### src/rtl/xip_pkg.sv
// rtl/xip_pkg.sv - shared FSM state encoding and AHB-Lite constants for the XIP front end
package xip_pkg;

   typedef enum logic [2:0] {
      ST_IDLE = 3'd0,
      ST_HIT  = 3'd1,
      ST_REQ  = 3'd2,
      ST_WAIT = 3'd3,
      ST_FILL = 3'd4,
      ST_DONE = 3'd5,
      ST_ERR1 = 3'd6,
      ST_ERR2 = 3'd7
   } xip_state_t;

   localparam logic [1:0] HTRANS_IDLE   = 2'b00;
   localparam logic [1:0] HTRANS_BUSY   = 2'b01;
   localparam logic [1:0] HTRANS_NONSEQ = 2'b10;
   localparam logic [1:0] HTRANS_SEQ    = 2'b11;

   localparam logic HRESP_OKAY  = 1'b0;
   localparam logic HRESP_ERROR = 1'b1;

   // NONSEQ and SEQ both carry bit 1; IDLE and BUSY never start a transfer
   function automatic logic is_valid_xfer(input logic sel, input logic [1:0] trans, input logic ready);
      return sel & trans[1] & ready;
   endfunction

endpackage

### src/rtl/xip_perf_cnt.sv
// rtl/xip_perf_cnt.sv - free-running 32-bit hit/miss counters for the XIP front end
module xip_perf_cnt (
   input  logic        clk,
   input  logic        rst,
   input  logic        i_hit_inc,
   input  logic        i_miss_inc,
   output logic [31:0] o_hit_cnt,
   output logic [31:0] o_miss_cnt
);

   logic [31:0] r_hit_cnt;
   logic [31:0] r_miss_cnt;

   always_ff @(posedge clk) begin
      if (rst) begin
         r_hit_cnt  <= 32'd0;
         r_miss_cnt <= 32'd0;
      end else begin
         if (i_hit_inc)
            r_hit_cnt <= r_hit_cnt + 32'd1;
         if (i_miss_inc)
            r_miss_cnt <= r_miss_cnt + 32'd1;
      end
   end

   assign o_hit_cnt  = r_hit_cnt;
   assign o_miss_cnt = r_miss_cnt;

endmodule

### src/rtl/xip_ahbl_ctrl.sv
// rtl/xip_ahbl_ctrl.sv - AHB-Lite read-only XIP slave: zero-wait cache hits, line refill on miss
// Optional hit/miss counters under XIP_AHBL_CTRL_PERF_CNT_EN.
module xip_ahbl_ctrl
   import xip_pkg::*;
#(
   parameter int LINE_SIZE = 16
) (
   input  logic        clk,
   input  logic        rst,
   input  logic        HSEL,
   input  logic [1:0]  HTRANS,
   input  logic [31:0] HADDR,
   input  logic        HWRITE,
   input  logic [2:0]  HSIZE,
   input  logic        HREADY,
   output logic        HREADYOUT,
   output logic        HRESP,
   output logic [31:0] HRDATA,
   output logic [23:0] cache_a,
   output logic [23:0] cache_a_h,
   input  logic        cache_hit,
   input  logic [31:0] cache_do,
   output logic        cache_wr,
   output logic [23:0] fr_addr,
   output logic        fr_rd,
`ifdef XIP_AHBL_CTRL_PERF_CNT_EN
   output logic [31:0] hit_cnt,
   output logic [31:0] miss_cnt,
`endif
   input  logic        fr_done
);

   localparam int OFF_WIDTH = $clog2(LINE_SIZE);

   xip_state_t  r_state;
   xip_state_t  w_next;
   logic [23:0] r_addr_q;
   logic        r_hit_q;
   logic        r_wr_q;
   logic        w_valid;
   logic        w_decode;

   assign w_valid  = is_valid_xfer(HSEL, HTRANS, HREADY);
   // Only states that present HREADYOUT=1 without an error own the overlapping address phase
   assign w_decode = (r_state == ST_IDLE) || (r_state == ST_HIT) || (r_state == ST_DONE);

   always_ff @(posedge clk) begin
      if (rst)
         r_state <= ST_IDLE;
      else
         r_state <= w_next;
   end

   always_ff @(posedge clk) begin
      if (rst) begin
         r_addr_q <= 24'd0;
         r_hit_q  <= 1'b0;
         r_wr_q   <= 1'b0;
      end else if (w_valid && w_decode) begin
         r_addr_q <= HADDR[23:0];
         r_hit_q  <= cache_hit;
         r_wr_q   <= HWRITE;
      end
   end

   always_comb begin
      w_next = r_state;
      case (r_state)
         ST_IDLE, ST_HIT, ST_DONE: begin
            if (w_valid)
               w_next = HWRITE ? ST_ERR1 : (cache_hit ? ST_HIT : ST_REQ);
            else
               w_next = ST_IDLE;
         end
         ST_REQ:  w_next = ST_WAIT;
         ST_WAIT: w_next = fr_done ? ST_FILL : ST_WAIT;
         ST_FILL: w_next = ST_DONE;
         ST_ERR1: w_next = ST_ERR2;
         ST_ERR2: w_next = ST_IDLE;
         default: w_next = ST_IDLE;
      endcase
   end

   always_comb begin
      HREADYOUT = 1'b1;
      HRESP     = HRESP_OKAY;
      fr_rd     = 1'b0;
      cache_wr  = 1'b0;
      case (r_state)
         ST_REQ: begin
            HREADYOUT = 1'b0;
            fr_rd     = 1'b1;
         end
         ST_WAIT: HREADYOUT = 1'b0;
         ST_FILL: begin
            HREADYOUT = 1'b0;
            cache_wr  = 1'b1;
         end
         ST_ERR1: begin
            HREADYOUT = 1'b0;
            HRESP     = HRESP_ERROR;
         end
         ST_ERR2: HRESP = HRESP_ERROR;
         default: ;
      endcase
   end

   assign HRDATA    = cache_do;
   assign cache_a   = r_addr_q;
   assign cache_a_h = HADDR[23:0];
   assign fr_addr   = {r_addr_q[23:OFF_WIDTH], {OFF_WIDTH{1'b0}}};

   // Captured hit/write flags are kept for observability of the last accepted transfer
   logic w_unused;
   assign w_unused = ^{HADDR[31:24], HSIZE, r_hit_q, r_wr_q};

`ifdef XIP_AHBL_CTRL_PERF_CNT_EN
   xip_perf_cnt u_perf_cnt (
      .clk        (clk),
      .rst        (rst),
      .i_hit_inc  (w_next == ST_HIT),
      .i_miss_inc (w_next == ST_REQ),
      .o_hit_cnt  (hit_cnt),
      .o_miss_cnt (miss_cnt)
   );
`endif

endmodule

### config.mk
export PLATFORM = sky130hd
export DESIGN_NAME = xip_ahbl_ctrl
export DESIGN_NICKNAME = d
export VERILOG_FILES = /design/src/rtl/xip_pkg.sv /design/src/rtl/xip_perf_cnt.sv /design/src/rtl/xip_ahbl_ctrl.sv
export SDC_FILE = /design/constraint.sdc
export NUM_CORES = 1
export LEC_CHECK = 0
export ABC_CLOCK_PERIOD_IN_PS = 1980
export CORE_UTILIZATION = 33
export CTS_CLUSTER_DIAMETER = 150
export DETAILED_ROUTE_END_ITERATION = 6
export GPL_TIMING_DRIVEN = 0
export PLACE_DENSITY = 0.95
export SKIP_CTS_REPAIR_TIMING = 1
export SKIP_LAST_GASP = 1
export SYNTH_ARGS = -nofsm -noshare
export SYNTH_HDL_FRONTEND = slang
export SYNTH_HIERARCHICAL = 1
export SYNTH_SLANG_ARGS = --single-unit
export TNS_END_PERCENT = 50
### constraint.sdc
create_clock -name clk -period 1.98 [get_ports clk]
set_input_delay 0.396 -clock clk [delete_from_list [all_inputs] [get_ports clk]]
set_output_delay 0.396 -clock clk [all_outputs]
set_load 0.05 [all_outputs]
======== Word-level counts from Yosys, hierarchy flattened ========
Index checks and enable logic that the tools add are counted.
word-level totals
  register bits ........................... 27
  input bits .............................. 76
  output and inout port bits .............. 108
  word-level logic and storage cells ...... 27
cells by class
  eq/ne operators ......................... 7
  mux-type cells .......................... 9
  bitwise operators ....................... 2
  reductions and logical operators ........ 7
operator list
  operator            number
  $pmux 3 s6          1
  $eq 3x3->1 const B  4
  $mux 3              3
  $eq 3x2->1 const B  2
  $mux 1              4
  $reduce_or 4->1     1
  $eq 3x1->1 const B  1
  $logic_not 3->1     1
  $reduce_or 3->1     1
  $and 1x1->1         2
  $logic_or 1x1->1    2
  $mux 2              1
  $reduce_or 2->1     1
  $logic_and 1x1->1   1

======== Depth between registers and ports, before layout ========
  depth after elaboration ................. 4
  mapped depth ............................ 5
  gate-level depth less buffers ........... 3

======== Worst setup path after synthesis ========
Ideal clock, no wire load.
  path type ............................... register -> output
  from .................................... register r_state[0]
  to ...................................... output HREADYOUT
  data arrival time ....................... 1.463 ns
  data required time ...................... 1.584 ns
  path slack .............................. 0.121 ns
  cell stages (with the launch flop) ...... 5
  buffers on the path ..................... 2
  path through ............................ dfxtp_1 nand2b_1 buf_4 buf_2 nor2b_1
between the ends
  longest elaborated chain between the ends .. 3
  elaborated cells between the ends (all ways) .. 6
  those cells by class .................... eq/ne (4); mux (1); reduce/logical (1)
RTL lines
  what                                             line                 source
  start: declaration                               xip_ahbl_ctrl.sv:35  xip_state_t r_state;
  start signal: assignment                         xip_ahbl_ctrl.sv:51  r_state <= w_next;
  $eq 3x3->1 / $eq 3x2->1 (equally long branches)  xip_ahbl_ctrl.sv:89  case (r_state)
  $reduce_or 4->1 (no line) *                      -
  $mux 1 *                                         xip_ahbl_ctrl.sv:89
  end: declaration                                 xip_ahbl_ctrl.sv:16  output logic HREADYOUT,
Every way passes the cells marked *; elsewhere a longest branch is shown, timed or not.

======== Final worst setup path ========
  from .................................... input HADDR[2]
  to ...................................... output cache_a_h[2]
RTL lines
  what                line                 source
  start: declaration  xip_ahbl_ctrl.sv:12  input logic [31:0] HADDR,
  end: declaration    xip_ahbl_ctrl.sv:20  output logic [23:0] cache_a_h,
No word-level cell between the ends.

==> reports/metrics.cfg <==
[status]
status=complete, but fails checks
violations=setup timing

[sta]
hold_viol_final=0
final-max-slew-violation-count=0
final.setup.tns_ns=-1.491
tightestPinTransition_ns=0.7122
max_slew_margin_pct=52.52
clock_skew_ns=0.001836
setup_violations=10
period_share_pct=109.5
min_period_ns=2.168
rsz0062_at_grt=true
fmax_mhz=461.2
setup_ws_ns=-0.1884

[final_layout]
diodes=0
drive_gt1_share_pct=33.99
final_nets=430
multi_input_area_um2=683.2
area_growth_syn_to_layout_pct=79.23
regArea_um2=540.5
num-fill-cells=472
final_cell_mix=clkdlybuf4s50_1 (115), buf_4 (81), dfxtp_1 (27)
post-route-util_pct=61.77
final_common_cell=clkdlybuf4s50_1

[route]
detail-route-antenna-nets=0
wl_per_cell_um=12.87
wirelength_um=5468
via_per_inst=4.435
vias=1885
drc=0
drt_iter0_markers=45
dr.pass1.iters=5

[clock_network]
htreeDepth=1
cts_sinks=27
clkLatencyLatePin_ns=0.27
cts.clk_slew.worst_paths_ns=0.09
cts_tree=done
cts_buffer_depth=2
clock-root-buffer=clkbuf_8
cts_buffers=3

[die]
die_w_um=78.07
rows=27
fp.coreArea_um2=5540
start_util_pct=34.46
die_y_um=78.07
die_area_um2=6094
pin_count=184

[critical_path]
crit_path_start_kind=primary input
cp_cell_sequence=clkdlybuf4s50_1 > buf_4 > clkdlybuf4s50_1
critPathMostFrequentCell=clkdlybuf4s50_1
crit_path_top_delay_cell=clkdlybuf4s50_1
crit_arrival_ns=1.77
crit_required_ns=1.58
crit_fanout=2
criticalPathCategory=primary input to primary output
slowest_delay_ns=0.79
critPathCaptureType=primary output

[power]
p_leak_nw=1.533
powerDensity_nw_per_um2=495.4
ir_worst_vdd_uv=260.5

[synth]
syn_avg_cell_area_um2=9.006
ys_seq_elements=27
synthFlopType=dfxtp_1
ys_seq_area_share_pct=28.31
syn-cell-area_um2=1909
yosys_warnings=6
synth_cells=212
async_reset_ff_share_pct=0
synth-edff-count=0
synth_top_area_cell=buf_4
synthDistinctLibCells=23
synth.top_cell.area_share_pct=31.85
synthTopCellsByArea=buf_4 (32%), dfxtp_1 (28%), a21bo_1 (12%)

[global_route]
grt_pass1_vias=1934
grt-ovfl-total=0
grt_usage_pct=17.58
grt_pass1_wl_um=8742
grt_max_degree=15
antenna_found_initial=0

[flow_run]
cap_violations=0

[placement]
portBuffers=134
dp_hpwl_um=4381
gp_congestion=0.7812

[min_path]
min_path_type=primary input to flip-flop

[cells by family (layout without fill, tap and decap cells)]
family / after synthesis / count (layout) / synth area share [%]
simple gates: 36 / 36 / 10.03
flops: 27 / 27 / 28.31
compound gates: 53 / 53 / 24.97
buf+inv: 95 / 233 / 36.50
other cells: 1 / 4 / 0.1964
[worst max-delay path, delay by kind of cell]
kind	cells	cell delay, ns
buf+inv	3	1.37
[synthesized netlist by cell type, types with 2 or more instances]
cell	number
a21bo_1	23
a21oi_1	2
a21oi_2	23
buf_2	4
buf_4	81
buf_6	4
clkbuf_1	4
dfxtp_1	27
nand2b_1	2
nand3_1	25
nor2_1	2
nor2b_1	3
o21ai_0	2
[stage by stage]
| stage | setup WS, ns | std cells | total power, mW | hold WS (ns) | instance area, µm² |
|---|---|---|---|---|---|
| 4_1_cts | -0.5528 | 425 | 1.716 | 0.4383 | 3397 |
| 6_report | -0.1884 | 425 | 1.695 | 0.4408 | 3422 |
| 2_1_floorplan | 0.1214 | 215 | 1.140 | 0.4864 | 1921 |
| 5_1_grt | -0.2052 | 425 | 1.757 | 0.4548 | 3422 |
| 3_3_place_gp | -0.2215 | 421 | 1.395 | 0.4995 | 3352 |
| 3_5_place_dp | -0.2469 | 421 | 1.405 | 0.5282 | 3352 |
[path summary, 6_finish.rpt]
path | startpoint | to | slack, ns | cells after the start
worst max register to register | r_state[0] | cache_a[18] | 0.54 | 5
worst min-delay path | rst | cache_a[7] | 0.44 | 2
worst max-delay path | HADDR[2] | cache_a_h[2] | -0.19 | 3
worst min register to register | r_state[0] | r_state[2] | 0.55 | 2
[sequential cells by signal, indices dropped and copies added (netlist names)]
| name | flops |
|---|---|
| cache_a | 24 |
| r_state | 3 |
[cell type report]
class / instances / share of cell area (%)
Multi-Input combinational cell: 93 / 19.96
Clock buffer: 4 / 1.316
Sequential cell: 27 / 15.80
Buffer: 95 / 20.37
Timing Repair Buffer: 134 / 39.93
Tap cell: 72 / 2.633
[metal layers]
layer	GRT usage (%)	wire length, µm
met3	3.605	436
met2	33.68	2844
met5	0	0
met4	5.185	24
met1	19.20	2163
[power breakdown]
group          internal, mW  switching, mW
Combinational         0.329          0.478
Sequential            0.562         0.0160
Clock                 0.144          0.166
Power figures use the tool's default switching activity.
